**config.mk**
```make
export PLATFORM = sky130hd
export DESIGN_NAME = pong_ctrl
export DESIGN_NICKNAME = d
export VERILOG_FILES = /design/src/rtl/pong_pkg.sv /design/src/rtl/tick_timer.sv /design/src/rtl/pong_ctrl.sv
export SDC_FILE = /design/constraint.sdc
export NUM_CORES = 1
export LEC_CHECK = 0
export ABC_CLOCK_PERIOD_IN_PS = 2850
export BUFFER_PORTS_ARGS = -buffer_cell sky130_fd_sc_hd__buf_2
export CORE_ASPECT_RATIO = 1.4
export CORE_UTILIZATION = 53
export CTS_BUF_LIST = sky130_fd_sc_hd__clkbuf_16
export CTS_CLUSTER_DIAMETER = 80
export DETAILED_ROUTE_END_ITERATION = 10
export PLACE_DENSITY = 0.87
export SYNTH_ARGS = -nofsm -noshare
export SYNTH_HDL_FRONTEND = slang
export SYNTH_SLANG_ARGS = --single-unit
export TNS_END_PERCENT = 20
```
**constraint.sdc**
```tcl
create_clock -name clk -period 2.85 [get_ports clk]
set_input_delay 0.285 -clock clk [delete_from_list [all_inputs] [get_ports clk]]
set_output_delay 0.285 -clock clk [all_outputs]
set_load 0.005 [all_outputs]
```
**src/rtl/pong_pkg.sv**
```systemverilog
// pong_pkg: shared types and constants for the pong game sequencer.
//   state_t      - sequencer FSM state encoding (also exported for debug)
//   COL_LEFT/RIGHT - ball columns where paddle hit/miss is decided
//   WIN_*        - encodings of the winner output
package pong_pkg;

  typedef enum logic [2:0] {
    ST_IDLE  = 3'd0,
    ST_SERVE = 3'd1,
    ST_PLAY  = 3'd2,
    ST_POINT = 3'd3,
    ST_OVER  = 3'd4
  } state_t;

  localparam logic [3:0] COL_LEFT  = 4'd1;
  localparam logic [3:0] COL_RIGHT = 4'd14;

  localparam logic [1:0] WIN_NONE  = 2'b00;
  localparam logic [1:0] WIN_LEFT  = 2'b01;
  localparam logic [1:0] WIN_RIGHT = 2'b10;

endpackage

```
**src/rtl/tick_timer.sv**
```systemverilog
// tick_timer: 10-bit game-tick counter shared by the timed states.
//   clk, reset_n : system clock, async active-low reset
//   clr          : synchronous clear (wins over tick)
//   tick         : game-rate strobe, counted when high
//   limit        : tick count that ends the current interval
//   done         : high on the tick that brings the count up to limit
//   blink        : selected bit of the next count, used for display blinking
module tick_timer #(
  parameter int BLINK_BIT = 6
) (
  input  logic       clk,
  input  logic       reset_n,
  input  logic       clr,
  input  logic       tick,
  input  logic [9:0] limit,
  output logic       done,
  output logic       blink
);

  logic [9:0] count_q, count_d;

  always_comb begin
    count_d = count_q;
    if (clr)       count_d = '0;
    else if (tick) count_d = count_q + 10'd1;
  end

  always_ff @(posedge clk or negedge reset_n) begin
    if (!reset_n) count_q <= '0;
    else          count_q <= count_d;
  end

  // Looks only at the registered count so the FSM can use done to decide
  // whether to clear this counter without forming a combinational loop.
  assign done  = tick & ((count_q + 10'd1) == limit);
  assign blink = count_d[BLINK_BIT];

endmodule

```
**src/rtl/pong_ctrl.sv**
```systemverilog
// pong_ctrl: match sequencer for pong (serve delay, hit/miss, scoring,
// point pause, game over).
//   clk, reset_n        : system clock, async active-low reset
//   tick                : 1 kHz game strobe
//   start               : player start button (level, synchronised)
//   ball_x/y/dx         : current ball position and horizontal direction
//   lpaddle/rpaddle     : paddle row occupancy
//   ball_run            : ball may advance on ticks
//   ball_serve          : one-clk pulse, reload ball at centre toward serve_dir
//   serve_dir           : next serve direction, 1 = right
//   bounce_x            : one-clk pulse, reverse ball horizontally
//   score_l/score_r     : player scores
//   winner              : WIN_NONE / WIN_LEFT / WIN_RIGHT
//   blank               : display ball/paddles off (point blink)
//   state               : FSM state for debug
//
// state | meaning
// IDLE  | power-up, waiting for a start edge
// SERVE | ball held at centre for SERVE_TICKS ticks
// PLAY  | ball moving, hit/miss evaluated on each tick
// POINT | pause with blinking for POINT_TICKS ticks after a score
// OVER  | match finished, winner shown, waiting for a start edge
module pong_ctrl
  import pong_pkg::*;
#(
  parameter int SERVE_TICKS = 500,
  parameter int POINT_TICKS = 1000,
  parameter int WIN_SCORE   = 9
) (
  input  logic        clk,
  input  logic        reset_n,
  input  logic        tick,
  input  logic        start,
  input  logic [3:0]  ball_x,
  input  logic [3:0]  ball_y,
  input  logic        ball_dx,
  input  logic [15:0] lpaddle,
  input  logic [15:0] rpaddle,
  output logic        ball_run,
  output logic        ball_serve,
  output logic        serve_dir,
  output logic        bounce_x,
  output logic [3:0]  score_l,
  output logic [3:0]  score_r,
  output logic [1:0]  winner,
  output logic        blank,
  output logic [2:0]  state
);

  localparam logic [3:0] WIN       = 4'(WIN_SCORE);
  localparam logic [9:0] SERVE_LIM = 10'(SERVE_TICKS);
  localparam logic [9:0] POINT_LIM = 10'(POINT_TICKS);

  state_t     state_q, state_d;
  logic       start_q;
  logic [3:0] score_l_q, score_l_d, score_r_q, score_r_d;
  logic [1:0] winner_q, winner_d;
  logic       serve_dir_q, serve_dir_d;
  logic       ball_serve_q, ball_serve_d;
  logic       bounce_q, bounce_d;
  logic       ball_run_q, ball_run_d;
  logic       blank_q, blank_d;
  logic       start_edge, tmr_clr, tmr_done, tmr_blink;
  logic [9:0] tmr_limit;

  function automatic logic [3:0] sat_inc(input logic [3:0] s);
    return (s == WIN) ? s : s + 4'd1;
  endfunction

  assign start_edge = start & ~start_q;
  assign tmr_limit  = (state_q == ST_POINT) ? POINT_LIM : SERVE_LIM;
  // Clearing on any state change also swallows a tick that coincides
  // with a start edge.
  assign tmr_clr    = (state_d != state_q);

  tick_timer #(.BLINK_BIT(6)) u_timer (
    .clk     (clk),
    .reset_n (reset_n),
    .clr     (tmr_clr),
    .tick    (tick),
    .limit   (tmr_limit),
    .done    (tmr_done),
    .blink   (tmr_blink)
  );

  always_comb begin
    state_d      = state_q;
    score_l_d    = score_l_q;
    score_r_d    = score_r_q;
    winner_d     = winner_q;
    serve_dir_d  = serve_dir_q;
    ball_serve_d = 1'b0;
    bounce_d     = 1'b0;
    unique case (state_q)
      ST_IDLE: begin
        if (start_edge) begin
          state_d      = ST_SERVE;
          ball_serve_d = 1'b1;
          serve_dir_d  = 1'b1;
        end
      end
      ST_SERVE: begin
        if (tmr_done) state_d = ST_PLAY;
      end
      ST_PLAY: begin
        if (tick) begin
          if (ball_x == COL_LEFT && !ball_dx) begin
            if (lpaddle[ball_y]) begin
              bounce_d = 1'b1;
            end else begin
              score_r_d   = sat_inc(score_r_q);
              serve_dir_d = 1'b0;
              state_d     = ST_POINT;
            end
          end else if (ball_x == COL_RIGHT && ball_dx) begin
            if (rpaddle[ball_y]) begin
              bounce_d = 1'b1;
            end else begin
              score_l_d   = sat_inc(score_l_q);
              serve_dir_d = 1'b1;
              state_d     = ST_POINT;
            end
          end
        end
      end
      ST_POINT: begin
        if (tmr_done) begin
          if (score_l_q == WIN || score_r_q == WIN) begin
            state_d  = ST_OVER;
            winner_d = (score_l_q == WIN) ? WIN_LEFT : WIN_RIGHT;
          end else begin
            state_d      = ST_SERVE;
            ball_serve_d = 1'b1;
          end
        end
      end
      ST_OVER: begin
        if (start_edge) begin
          state_d      = ST_SERVE;
          score_l_d    = '0;
          score_r_d    = '0;
          winner_d     = WIN_NONE;
          serve_dir_d  = 1'b1;
          ball_serve_d = 1'b1;
        end
      end
      default: state_d = ST_IDLE;
    endcase
  end

  // Kept outside the FSM block: blink depends on the timer clear, which
  // itself depends on state_d.
  assign ball_run_d = (state_d == ST_PLAY);
  assign blank_d    = (state_d == ST_POINT) & tmr_blink;

  always_ff @(posedge clk or negedge reset_n) begin
    if (!reset_n) begin
      state_q      <= ST_IDLE;
      start_q      <= 1'b0;
      score_l_q    <= '0;
      score_r_q    <= '0;
      winner_q     <= WIN_NONE;
      serve_dir_q  <= 1'b1;
      ball_serve_q <= 1'b0;
      bounce_q     <= 1'b0;
      ball_run_q   <= 1'b0;
      blank_q      <= 1'b0;
    end else begin
      state_q      <= state_d;
      start_q      <= start;
      score_l_q    <= score_l_d;
      score_r_q    <= score_r_d;
      winner_q     <= winner_d;
      serve_dir_q  <= serve_dir_d;
      ball_serve_q <= ball_serve_d;
      bounce_q     <= bounce_d;
      ball_run_q   <= ball_run_d;
      blank_q      <= blank_d;
    end
  end

  assign ball_run   = ball_run_q;
  assign ball_serve = ball_serve_q;
  assign serve_dir  = serve_dir_q;
  assign bounce_x   = bounce_q;
  assign score_l    = score_l_q;
  assign score_r    = score_r_q;
  assign winner     = winner_q;
  assign blank      = blank_q;
  assign state      = state_q;

endmodule

```
==> results of run 1 <==
==> cell usage after synthesis (all sizes together) (3+ instances only) <==
master	n	area share, %
dfrtp	28	30
nand2	27	4.4
nor3	18	5.9
mux2i	16	7.1
nand3	13	2.8
nor2	12	2.0
mux2	10	5.0
o21ai	9	2.0
a21oi	8	1.9
clkbuf	8	2.2
inv	7	1.1
ha	6	3.3
xor2	6	2.3
buf	5	2.7
nand2b	5	1.4
xnor2	5	1.9
a31oi	4	1.1
nand3b	4	1.3
nor4	4	1.7
a22oi	3	2.0
and4	3	1.3
and4b	3	1.3
nand4	3	0.81
nor2b	3	0.81
o22ai	3	0.81
==> power groups by stage <==
| stage | Combinational [mW] | Sequential [mW] | Clock, mW |
|---|---|---|---|
| 2_1_floorplan | 0.336 | 0.523 | 0 |
| 3_3_place_gp | 0.354 | 0.583 | 0 |
| 3_5_place_dp | 0.370 | 0.588 | 0 |
| 4_1_cts | 0.375 | 0.584 | 0.483 |
| 5_1_grt | 0.419 | 0.603 | 0.505 |
| 6_report | 0.370 | 0.587 | 0.475 |
==> sequential cells by signal, summed over array words and instances, names as in the netlist <==
signal and cells:
bounce_x 1, start_q 1, score_l 4, state 3
serve_dir 1, ball_serve 1, score_r 4, u_timer.count_q 10
ball_run 1, winner 2, blank 1
==> worst max-delay path, stage by stage, from the launching register on <==
cell                        delay, ns
sky130_fd_sc_hd__dfrtp_1         0.51
sky130_fd_sc_hd__nand3_1         0.21
sky130_fd_sc_hd__nor4_1          0.41
sky130_fd_sc_hd__xnor2_1         0.31
sky130_fd_sc_hd__mux2i_1         0.16
sky130_fd_sc_hd__a41oi_2         0.23
sky130_fd_sc_hd__mux2i_2         0.09
sky130_fd_sc_hd__buf_4           0.21
sky130_fd_sc_hd__a2111oi_1       0.32
==> layout make-up <==
type	instances	area (µm²)
clock inverter	2	7.507
timing repair buffer	65	332.8
multi-input combinational	191	1444
tap	45	56.30
fill	378	1485
inverter	7	26.28
clock buffer	5	125.1
sequential	29	726.9
==> stage by stage <==
step,cells,util (%),power (mW)
after floorplan,240,-,0.8594
after global placement,337,61.52,0.9369
after detailed placement,337,61.52,0.9578
after CTS,344,64.67,1.441
after global routing,344,64.67,1.527
final,344,64.67,1.433
==> routing by layer <==
layer  wire length, µm  track usage (%)
met5                 0                0
met1              1942            25.65
met4                37            6.667
met2              2879            46.51
met3               171            5.153
==> kinds of logic after synthesis <==
| family | share of synthesized area [%] |
|---|---|
| buf+inv | 5.962 |
| compound gates | 12.47 |
| fa+ha+maj | 3.252 |
| flops | 31.49 |
| mux | 14.09 |
| simple gates | 28.56 |
| xor+xnor | 4.173 |
==> layout by cell type (no fill, tap or decap), types with 2 or more instances in the layout <==
master and count:
sky130_fd_sc_hd__buf_2 62, sky130_fd_sc_hd__dfrtp_1 28, sky130_fd_sc_hd__nand2_1 27, sky130_fd_sc_hd__mux2i_1 15
sky130_fd_sc_hd__nand3_1 13, sky130_fd_sc_hd__nor2_1 12, sky130_fd_sc_hd__mux2_2 9, sky130_fd_sc_hd__nor3_1 9
sky130_fd_sc_hd__nor3_2 9, sky130_fd_sc_hd__inv_1 8, sky130_fd_sc_hd__a21oi_1 7, sky130_fd_sc_hd__o21ai_0 7
sky130_fd_sc_hd__xor2_1 6, sky130_fd_sc_hd__ha_1 6, sky130_fd_sc_hd__xnor2_1 5, sky130_fd_sc_hd__nand2b_1 5
sky130_fd_sc_hd__clkbuf_16 5, sky130_fd_sc_hd__nand3b_1 4, sky130_fd_sc_hd__a31oi_1 4, sky130_fd_sc_hd__nor2b_1 3
sky130_fd_sc_hd__and4b_1 3, sky130_fd_sc_hd__o22ai_1 3, sky130_fd_sc_hd__nor4_1 3, sky130_fd_sc_hd__nand4_1 3
sky130_fd_sc_hd__buf_4 3, sky130_fd_sc_hd__and3_1 2, sky130_fd_sc_hd__a22oi_2 2, sky130_fd_sc_hd__mux4_2 2
sky130_fd_sc_hd__o31ai_1 2, sky130_fd_sc_hd__o21ai_1 2
==> path summary, 6_finish.rpt <==
check	endpoint	cells after the start
min in group clk	start_q	1
hold reg to reg	serve_dir	2
setup reg to reg	blank	8
hold / removal	u_timer.count_q[2]	1
setup / recovery	blank	8
max in group asynchronous	u_timer.count_q[8]	1
==> results.md, run 1 <==
Timing:
- Timing would allow up to 389.6 MHz.
- The number of pins exceeding their max-slew limit in the final report was 0.
- The worst setup skew after layout is 0.004948 ns.
- The final-report hold violation count was 0.
- Setup repair after global routing left no endpoint under its margin.
- The minimum period implied by the final worst setup slack is 2.567 ns.
- The number of setup violations in the final report is 0.
- The slew at the pin closest to its max-slew limit is 0.6351 ns.
- Across all setup checks in the final design, the least slack found is 0.2831 ns.
- The total negative slack is 0 ns.
- The worst hold-check slack is 0.03286 ns.
- The headroom to the max-slew limit is 57.66%.
- The part of the cycle the worst path needs is 90.07%.

Route:
- Detailed routing inserted a total of 2000 vias.
- The initial detailed-routing violation count is 106.
- The number of antenna-violating nets in the routed design is 0.
- The routed length per instance is 14.62 µm.
- The first TritonRoute pass finished after 7 iterations.
- The number of remaining DRC errors is 1.
- The detail-routed via count per cell is 5.814.
- The total wirelength of the detailed-routed design is 5029 µm.

Power and ir drop:
- The switching share of power is 32.92%.
- In this run the static leakage power is 1.286 nW.
- Internal power comes to 0.9612 mW.
- Summed over all nets, the switching power comes to 0.4717 mW.
- Of the total power, the clock network draws 33.2%.
- Of the total power, registers draw 41.0%.
- The combinational cell fraction of total power is 25.8%.
- The total power density per cell area is 527.0 nW/µm².
- IR analysis of the VDD net gives a maximum drop of 0.4293 mV.

Yosys:
- The primary flip-flop cell chosen by synthesis mapping is sky130_fd_sc_hd__dfrtp_1.
- The number of enable flip-flop cells after synthesis is 0.
- Summing every instance area after synthesis gives 2308 µm².
- For this run, asynchronously set or reset flops after synthesis account for 100.0%.
- Each instance of the synthesized netlist takes up on average 9.619 µm².
- The count of distinct cell types in the synthesized netlist is 61.
- Synthesis inferred 29 register bits.
- The synthesis warning total is 0.
- The net count after synthesis is 291.
- The post-synthesis cell count is 240.
- The sequential area share after synthesis is 31.49%.

Finish:
- With fillers left out, the area of the finished cells amounts to 2719 µm².
- The post-route netlist has 36.45% of its cells at a drive strength greater than 1.
- The layout overhead on the synthesized area is 17.78%.
- The repair_antennas step left the layout with diodes totalling 0.
- The net count of the finished layout is 350.

Global route:
- The number of global-route vias before repair was 1919.
- The initial antenna violation count is 0.
- The total global-route track usage is 24.04%.
- Entering global routing, the biggest net connects 30 pins.
- The overall overflow remaining after global route is 0.
- The first global-routing pass estimated 8556 µm of wire.

Die:
- The die boundary height is 80.09 µm.
- The initial utilization of the core area, before any placement, comes to 54.91%.
- The die is 57.78 µm wide.
- The floorplan has 28 rows.
- The floorplan die area is 4627 µm².
- 63 I/O pins were placed.
- The core region is 4204 µm².

Clock tree:
- The root buffer cell is sky130_fd_sc_hd__clkbuf_16.
- The number of post-CTS setup repair buffers is 0.
- The CTS tree is yes.
- The number of hold buffers added after CTS was 0.
- The maximum root-to-sink buffer count is 2.
- The sink count of the clock tree is 29.
- The number of buffers inserted during clock tree synthesis is 5.
- The register clock-pin slew on the reported worst setup and hold paths is 0.05 ns.
- The clock latency on the worst-skew pair is 0.27 ns.
- The H-tree was split into 2 levels.
- The number of gates resized after CTS was 0.

Setup path:
- The worst register-to-register path begins at u_timer.count_q[3].
- Tracing the worst setup path back leads to its startpoint at u_timer.count_q[3].
- The flop-to-flop setup slack is 0.28 ns.
- Data on the critical path arrives at its endpoint at 2.72 ns.
- The critical path in this run is classified as flip-flop to flip-flop.
- The maximum fanout count along the critical path is 11.
- The data required time of the critical path is 3.00 ns.
- The kind of start point of the critical path is a flip-flop.
- The worst setup path is captured at a flip-flop.

Worst hold path:
- The path class of the tightest hold or removal check is primary input to asynchronous set/reset pin.

Placement:
- The number of port buffers is 62.
- The congestion estimate from routability-driven global placement came to 0.8179.
- After detailed placement, the total cell area comes to 2586 µm².
- After legalization and detailed placement, the total HPWL measured 4018 µm.
- Timing analysis after detailed placement gives a worst setup slack of 0.1930 ns.

Outcome:
- The checks that failed: design-rule violations.
- The run finished, with violations left.

Job:
- The max-capacitance violation count is 0.
Note: power is estimated with default switching activity, not from simulation.
==> run 2, diff against run 1 <==
--- a/config.mk
+++ b/config.mk
@@ -8,12 +8,14 @@
 export ABC_CLOCK_PERIOD_IN_PS = 2850
 export BUFFER_PORTS_ARGS = -buffer_cell sky130_fd_sc_hd__buf_2
 export CORE_ASPECT_RATIO = 1.4
-export CORE_UTILIZATION = 53
+export CORE_UTILIZATION = 52
 export CTS_BUF_LIST = sky130_fd_sc_hd__clkbuf_16
 export CTS_CLUSTER_DIAMETER = 80
 export DETAILED_ROUTE_END_ITERATION = 10
-export PLACE_DENSITY = 0.87
+export MAX_ROUTING_LAYER = met4
+export PLACE_DENSITY = 0.86
 export SYNTH_ARGS = -nofsm -noshare
 export SYNTH_HDL_FRONTEND = slang
+export SYNTH_HIERARCHICAL = 1
 export SYNTH_SLANG_ARGS = --single-unit
 export TNS_END_PERCENT = 20
==> run 2 against run 1 <==
  * Setup slack worse by 0.19 ns
  * Critical path type unchanged
  * Utilization rose by 5.6 points
  * Combinational power down 9.2%
  * Via count is 3.8% higher
  * Synthesized cell count shrank 4.6%
  * Largest cell class unchanged
  * Count of clock-buffer cells in the layout stayed put
  * The run now ends clean
  * Register-to-register slack got worse by 0.19 ns
==> results.md, run 2 <==
Timing:
- The part of the cycle the worst path needs is 96.85% (was 90.07%).
- The number of pins exceeding their max-slew limit in the final report is 0 (unchanged).
- The worst setup slack after layout is 0.08966 ns (was 0.2831 ns).
- The total negative slack is 0 ns (unchanged).
- The worst setup skew after layout is 0.003803 ns (was 0.004948 ns).
- The headroom to the max-slew limit came to 57.76% (was 57.66%).
- The minimum period implied by the final worst setup slack came to 2.760 ns (was 2.567 ns).
- The slew at the pin closest to its max-slew limit is 0.6336 ns (was 0.6351 ns).
- The fmax is 362.3 MHz (was 389.6 MHz).
- The final-report hold violation count is 0 (unchanged).
- The number of setup violations in the final report came to 0 (unchanged).
- The worst hold-check slack is 0.03099 ns (was 0.03286 ns).

Global route:
- The first-pass GRT wire length is 9135 µm (was 8556 µm).
- The global routing usage on met1 is 27.62% (was 25.65%).
- The total global-route track usage was 27.57% (was 24.04%).
- The number of global-route vias before repair came to 2109 (was 1919).
- The met2 usage in global routing was 53.13% (was 46.51%).
- The initial antenna violation count was 0 (unchanged).
- The pin count of the biggest net entering global routing is 30 (unchanged).
- The most utilized layer in the global route result was met2 (unchanged).
- The overall overflow remaining after global route came to 0 (unchanged).
- The met3 layer usage reported by global route is 4.167% (was 5.153%).

Die:
- The starting density of the core is 54.05% (was 54.91%).
- The horizontal die dimension came to 55.94 µm (was 57.78 µm).
- The area of the core region is 3919 µm² (was 4204 µm²).
- The number of I/O pins is 63 (unchanged).
- The die boundary height is 77.52 µm (was 80.09 µm).
- The floorplan die area is 4336 µm² (was 4627 µm²).
- The row count is 27 (was 28).

Route:
- The initial detailed-routing violation count was 121 (was 106).
- The overall via count from detail_route is 2075 (was 2000).
- The total wirelength of the detailed-routed design was 5648 µm (was 5029 µm).
- The number of remaining DRC errors is 0 (was 1).
- The number of antenna-violating nets in the routed design is 0 (unchanged).
- The routed length per instance is 16.09 µm (was 14.62 µm).
- The number of iterations in the first detailed-routing pass is 4 (was 7).
- The detail-routed via count per cell came to 5.912 (was 5.814).

Clock tree:
- The maximum root-to-sink buffer count was 2 (unchanged).
- The CTS tree is yes (unchanged).
- The number of buffers inserted during clock tree synthesis is 5 (unchanged).
- The register clock-pin slew on the reported worst setup and hold paths is 0.05 ns (about the same).
- The root buffer cell is sky130_fd_sc_hd__clkbuf_16 (unchanged).
- The sink count of the clock tree is 29 (unchanged).
- The cts-stage hold buffer count is 0 (unchanged).
- The total number of H-tree levels is 2 (unchanged).
- The clock latency on the worst-skew pair is 0.27 ns (about the same).

Placement:
- The number of port buffers is 62 (unchanged).
- The number of cells in the design after placement is 341 (was 337).
- The area after detailed placement is 2531 µm² (was 2586 µm²).
- The last weighted congestion value of the routability-driven placer was 0.8364 (was 0.8179).
- The worst slack at placement is 0.1207 ns (was 0.1930 ns).
- The post-detailed-placement half-perimeter wirelength is 4107 µm (was 4018 µm).

Yosys:
- The post-synthesis cell count was 229 (was 240).
- The count of distinct cell types in the synthesized netlist is 51 (was 61).
- The primary flip-flop cell chosen by synthesis mapping is sky130_fd_sc_hd__dfrtp_1 (unchanged).
- The synthesized cell area is 2118 µm² (was 2308 µm²).
- The post-synthesis async set-or-reset flop share is 100.0% (unchanged).
- Most common library cells after synthesis: sky130_fd_sc_hd__dfrtp_1 (28), sky130_fd_sc_hd__nor2_1 (24), sky130_fd_sc_hd__nand2_1 (18), sky130_fd_sc_hd__o21ai_0 (12) (was sky130_fd_sc_hd__dfrtp_1 (28), sky130_fd_sc_hd__nand2_1 (27), sky130_fd_sc_hd__mux2i_1 (15), sky130_fd_sc_hd__nand3_1 (13), sky130_fd_sc_hd__nor2_1 (12)).
- The average instance area after synthesis was 9.250 µm² (was 9.619 µm²).
- The sequential area share after synthesis came to 34.32% (was 31.49%).
- The number of enable flip-flop cells after synthesis came to 0 (unchanged).
- Dominant cells by area after synthesis: sky130_fd_sc_hd__dfrtp_1 (33%), sky130_fd_sc_hd__mux4_2 (7.4%), sky130_fd_sc_hd__xnor2_1 (4.5%) (was sky130_fd_sc_hd__dfrtp_1 (30%), sky130_fd_sc_hd__mux2i_1 (6.5%), sky130_fd_sc_hd__mux2_2 (4.4%)).
- The synthesis warning total is 6 (was 0).
- The library cell occupying the most area in the post-synthesis netlist is sky130_fd_sc_hd__dfrtp_1 (unchanged).
- The flop and latch count out of synthesis came to 29 (unchanged).
- The area share of the leading cell type in the synthesized netlist was 33.08% (was 30.35%).
- The most frequently used cell type in the post-synthesis netlist was sky130_fd_sc_hd__dfrtp_1 (unchanged).

Finish:
- The most frequent standard cell in the layout excluding fill and tap cells is sky130_fd_sc_hd__buf_2 (unchanged).
- The share of the core filled with cells was 70.27% (was 64.67%).
- The top register by number of flip-flops was u_timer/count_q (was u_timer.count_q).
- The share of layout cells above drive strength 1 is 34.74% (was 36.45%).
- The flip-flop count of the largest register after layout came to 10 (unchanged).
- The layout overhead on the synthesized area is 30.01% (was 17.78%).
- Highest-count cells in the layout ignoring fill and taps: sky130_fd_sc_hd__buf_2 (62), sky130_fd_sc_hd__dfrtp_1 (25), sky130_fd_sc_hd__nor2_1 (23) (was sky130_fd_sc_hd__buf_2 (62), sky130_fd_sc_hd__dfrtp_1 (28), sky130_fd_sc_hd__nand2_1 (27)).
- The net count of the finished layout is 357 (was 350).
- The diode insertion count for antenna repair was 0 (unchanged).
- The final cell area excluding filler cells came to 2754 µm² (was 2719 µm²).
- The number of standard cells in the layout, taps in and fillers out was 351 (was 344).

Power and ir drop:
- The total power density per cell area is 517.2 nW/µm² (was 527.0 nW/µm²).
- The worst vdd rail ir drop is 0.6387 mV (was 0.4293 mV).
- The total design power is 1.424 mW (was 1.433 mW).
- The static leakage is 1.273 nW (was 1.286 nW).

Setup path:
- The class of the most critical setup path is flip-flop to flip-flop (unchanged).
- The data arrival time of the worst path is 2.96 ns (was 2.72 ns).
- The data required time of the critical path is 3.05 ns (was 3.00 ns).
- The kind of start point of the critical path was a flip-flop (unchanged).
- The element type at the critical path end was a flip-flop (unchanged).
- The maximum fanout count along the critical path is 6 (was 11).

Outcome:
- Result of the run: finished clean (was complete, but fails checks).

Job:
- The max-capacitance violation count is 0 (unchanged).

Worst hold path:
- The type of the worst min-delay path is primary input to asynchronous set/reset pin (unchanged).
## run 2: cell count changes after synthesis, moves of 6 or more
cell and change:
sky130_fd_sc_hd__mux2i_1 -12, sky130_fd_sc_hd__nor2_1 +12, sky130_fd_sc_hd__nand2_1 -9, sky130_fd_sc_hd__nor3_2 -9, sky130_fd_sc_hd__mux2_2 -8, sky130_fd_sc_hd__xnor2_1 +6
## run 2: timing repair
action / CTS / global route
endpoints found under the setup margin: 0 / 2
gates resized for setup: 0 / 10
buffers inserted: 0 / 2
## run 2: logic make-up after synthesis
| group | count (synthesis) | synth area share, % |
|---|---|---|
| and+or+nand+nor | 92 | 22.62 |
| AOI/OAI and AO/OA | 47 | 15.77 |
| DFF | 29 | 34.32 |
| xor gates and xnor gates | 22 | 9.096 |
| buffers and inverters | 19 | 4.075 |
| muxes | 13 | 10.81 |
| adders and majority gates | 5 | 2.953 |
| other | 2 | 0.3545 |
## run 2: cell type report
class | instances | area (µm²)
Sequential cell | 29 | 730.7
Clock buffer | 5 | 125.1
Tap cell | 43 | 53.80
Clock inverter | 3 | 37.54
Timing Repair Buffer | 74 | 412.9
Multi-Input combinational cell | 187 | 1356
Fill cell | 315 | 1165
Inverter | 10 | 37.54
## run 2: worst paths after layout
check	startpoint	to	slack, ns	cells after the start
setup / recovery	u_timer/count_q[1]	serve_dir	0.09	10
hold / removal	reset_n	winner[0]	0.03	1
setup reg to reg	u_timer/count_q[1]	serve_dir	0.09	10
hold reg to reg	score_r[3]	score_r[3]	0.51	1
max in group asynchronous	reset_n	u_timer/count_q[3]	2.37	1
min in group clk	start	start_q	0.13	1
## run 2: per-layer routing
metal	wire length, µm	share of wire (%)
met1	2036	36
met2	3230	57
met3	281	5.0
met4	100	1.8
met5	0	0
## run 2: worst max-delay path, stage by stage, from the launching register on
cell	delay (ns)
sky130_fd_sc_hd__dfrtp_2	0.41
sky130_fd_sc_hd__ha_4	0.18
sky130_fd_sc_hd__nand2_2	0.09
sky130_fd_sc_hd__nor2_4	0.16
sky130_fd_sc_hd__xnor2_1	0.09
sky130_fd_sc_hd__or4_4	0.55
sky130_fd_sc_hd__a2111oi_4	0.46
sky130_fd_sc_hd__a211o_1	0.19
sky130_fd_sc_hd__nand2_1	0.09
sky130_fd_sc_hd__o21ai_2	0.16
sky130_fd_sc_hd__mux2_4	0.31
## run 2: where the power goes
| part | switching (mW) | internal, mW | total [mW] |
|---|---|---|---|
| Sequential | 0.0588 | 0.447 | 0.506 |
| Clock | 0.177 | 0.405 | 0.582 |
| Combinational | 0.166 | 0.170 | 0.336 |
==> run 3, diff against run 2 <==
--- a/config.mk
+++ b/config.mk
@@ -5,15 +5,14 @@
 export SDC_FILE = /design/constraint.sdc
 export NUM_CORES = 1
 export LEC_CHECK = 0
-export ABC_CLOCK_PERIOD_IN_PS = 2850
-export BUFFER_PORTS_ARGS = -buffer_cell sky130_fd_sc_hd__buf_2
 export CORE_ASPECT_RATIO = 1.4
-export CORE_UTILIZATION = 52
+export CORE_UTILIZATION = 60
 export CTS_BUF_LIST = sky130_fd_sc_hd__clkbuf_16
 export CTS_CLUSTER_DIAMETER = 80
 export DETAILED_ROUTE_END_ITERATION = 10
+export DONT_BUFFER_PORTS = 1
 export MAX_ROUTING_LAYER = met4
-export PLACE_DENSITY = 0.86
+export PLACE_DENSITY = 0.82
 export SYNTH_ARGS = -nofsm -noshare
 export SYNTH_HDL_FRONTEND = slang
 export SYNTH_HIERARCHICAL = 1
==> run 3 against run 2 <==
  * Worst hold slack better by 0.0099 ns
  * Sequential cell count stayed put
  * First-iteration DRC count is 50% lower
  * Highest routed layer unchanged
==> results.md, run 3 (synthesis results as in run 2) <==
Global route:
- The total global-route track usage is 29.87% (was 27.57%).
- The number of global-route vias before repair came to 1887 (was 2109).
- The pin count of the biggest net entering global routing is 30 (unchanged).
- The first-pass GRT wire length is 8079 µm (was 9135 µm).
- The initial antenna violation count is 0 (unchanged).
- The overall overflow remaining after global route came to 0 (unchanged).

Route:
- The routed length per instance was 17.31 µm (was 16.09 µm).
- The total wirelength of the detailed-routed design was 4950 µm (was 5648 µm).
- The number of antenna-violating nets in the routed design is 0 (unchanged).
- The number of iterations in the first detailed-routing pass is 4 (unchanged).
- The detail-routed via count per cell was 6.402 (was 5.912).
- The initial detailed-routing violation count is 61 (was 121).
- The number of remaining DRC errors is 0 (unchanged).
- The overall via count from detail_route was 1831 (was 2075).

Finish:
- The share of layout cells above drive strength 1 is 15.04% (was 34.74%).
- The diode insertion count for antenna repair is 0 (unchanged).
- The flip-flop count of the largest register after layout came to 10 (unchanged).
- The most frequent standard cell in the layout excluding fill and tap cells is sky130_fd_sc_hd__dfrtp_1 (was sky130_fd_sc_hd__buf_2).
- The layout overhead on the synthesized area is 12.94% (was 30.01%).
- The number of standard cells in the layout, taps in and fillers out is 286 (was 351).
- Highest-count cells in the layout ignoring fill and taps: sky130_fd_sc_hd__dfrtp_1 (27), sky130_fd_sc_hd__nor2_1 (24), sky130_fd_sc_hd__nand2_1 (18) (was sky130_fd_sc_hd__buf_2 (62), sky130_fd_sc_hd__dfrtp_1 (25), sky130_fd_sc_hd__nor2_1 (23)).
- The top register by number of flip-flops is u_timer/count_q (unchanged).
- The net count of the finished layout is 295 (was 357).
- The number of fill cells is 261 (was 315).

Timing:
- The total negative slack is 0 ns (unchanged).
- The worst setup skew after layout was 0.002847 ns (was 0.003803 ns).
- The fmax was 366.4 MHz (was 362.3 MHz).
- The final-report hold violation count is 0 (unchanged).
- The number of setup violations in the final report is 0 (unchanged).
- The minimum period implied by the final worst setup slack is 2.729 ns (was 2.760 ns).
- The worst hold-check slack is 0.04088 ns (was 0.03099 ns).
- The part of the cycle the worst path needs is 95.77% (was 96.85%).
- The headroom to the max-slew limit is 65.29% (was 57.76%).
- The number of pins exceeding their max-slew limit in the final report came to 0 (unchanged).
- The slew at the pin closest to its max-slew limit came to 0.5076 ns (was 0.6336 ns).
- The worst setup slack after layout came to 0.1206 ns (was 0.08966 ns).
- Setup repair after global routing left no endpoint under its margin.

Power and ir drop:
- The total power density per cell area is 519.7 nW/µm² (was 517.2 nW/µm²).
- The total design power is 1.243 mW (was 1.424 mW).
- The worst vdd rail ir drop came to 0.3818 mV (was 0.6387 mV).
- The static leakage came to 1.002 nW (was 1.273 nW).

Worst hold path:
- The type of the worst min-delay path is primary input to flip-flop (was primary input to asynchronous set/reset pin).
- The worst hold path passes through 0 cells.

Setup path:
- Crit-path cells: ha_1 > xnor2_1 > nand3_1 > or4_4 > a2111oi_4 > nand2_1 > xor2_1 > nor4_1 (was ha_4 > nand2_2 > nor2_4 > xnor2_1 > or4_4 > a2111oi_4 > a211o_1 > nand2_1 > o21ai_2 > mux2_4).
- The largest stage delay on the critical path is 0.53 ns (was 0.55 ns).
- The critical path's slowest cell is sky130_fd_sc_hd__or4_4 (unchanged).
- The kind of cell with the highest combined delay on the critical path is simple AND/OR/NAND/NOR gates (unchanged).
- The data required time of the critical path was 2.98 ns (was 3.05 ns).
- The element type at the critical path end is a flip-flop (unchanged).
- The critical path depth in cells was 8 (was 10).
- The class of the most critical setup path is flip-flop to flip-flop (unchanged).
- The maximum fanout count along the critical path was 5 (was 6).
- The kind of start point of the critical path is a flip-flop (unchanged).
- The worst reg2reg path depth is 8 (was 10).
- The number of buffer and inverter stages on the critical path is 0 (unchanged).
- The data arrival time of the worst path is 2.86 ns (was 2.96 ns).

Placement:
- The worst slack at placement is 0.06407 ns (was 0.1207 ns).
- The number of port buffers is 0 (was 62).
- The post-detailed-placement half-perimeter wirelength is 3708 µm (was 4107 µm).
- The number of cells in the design after placement was 276 (was 341).
- The last weighted congestion value of the routability-driven placer is 0.8330 (was 0.8364).

Clock tree:
- The register clock-pin slew on the reported worst setup and hold paths came to 0.05 ns (about the same).
- The number of post-CTS setup repair buffers is 0 (unchanged).
- The total number of H-tree levels is 2 (unchanged).
- The sink count of the clock tree is 29 (unchanged).
- The maximum root-to-sink buffer count is 2 (unchanged).
- The root buffer cell is sky130_fd_sc_hd__clkbuf_16 (unchanged).
- The clock latency on the worst-skew pair came to 0.27 ns (about the same).
- The CTS tree was yes (unchanged).
- The number of buffers inserted during clock tree synthesis is 5 (unchanged).

Job:
- The max-capacitance violation count was 0 (unchanged).

Die:
- The starting density of the core was 62.70% (was 54.05%).
- The die boundary height came to 72.31 µm (was 77.52 µm).
- The area of the core region is 3378 µm² (was 3919 µm²).
- The number of I/O pins is 63 (unchanged).
- The horizontal die dimension was 52.22 µm (was 55.94 µm).
- The row count is 25 (was 27).
- The floorplan die area is 3775 µm² (was 4336 µm²).

Outcome:
- Result of the run: finished clean (unchanged).
## run 3: worst paths after layout
path	from	end	slack (ns)
worst min-delay path	start	start_q	0.04
worst min register to register	winner[0]	winner[0]	0.55
max in group asynchronous	reset_n	serve_dir	2.17
min in group asynchronous	reset_n	score_r[1]	0.45
worst max-delay path	u_timer/count_q[0]	ball_run	0.12
worst max register to register	u_timer/count_q[0]	ball_run	0.12
## run 3: per-layer routing
layer	vias up	routed length, µm	global-route usage [%]
li1	853	-	-
met4	0	96	11.99
met3	10	292	6.499
met2	77	2762	55.27
met5	-	0	-
met1	891	1799	29.08
## run 3: layout make-up
type / instances / area (µm²) / area share, %
timing repair buffer: 12 / 105.1 / 4.393
tap: 40 / 50.05 / 2.092
sequential: 29 / 728.2 / 30.44
clock buffer: 5 / 125.1 / 5.230
inverter: 10 / 37.54 / 1.569
multi-input combinational: 187 / 1334 / 55.75
clock inverter: 3 / 12.51 / 0.5230
## run 3: through the flow
stage               utilization (%)  cell area, µm²
floorplan                         -            2141
global placement              65.63            2217
detailed placement            65.63            2217
CTS                           70.59            2385
global route                  70.81            2392
finish                        70.81            2392
## run 3: power breakdown
group	internal (mW)	switching (mW)
clock	0.314	0.172
sequential	0.445	0.0520
combinational	0.133	0.128
## run 3: timing repair
item                                   CTS  global route
resized for setup                        0             2
endpoints found under the hold margin   29             0
hold buffers                             2             0
setup endpoints to repair                0            13
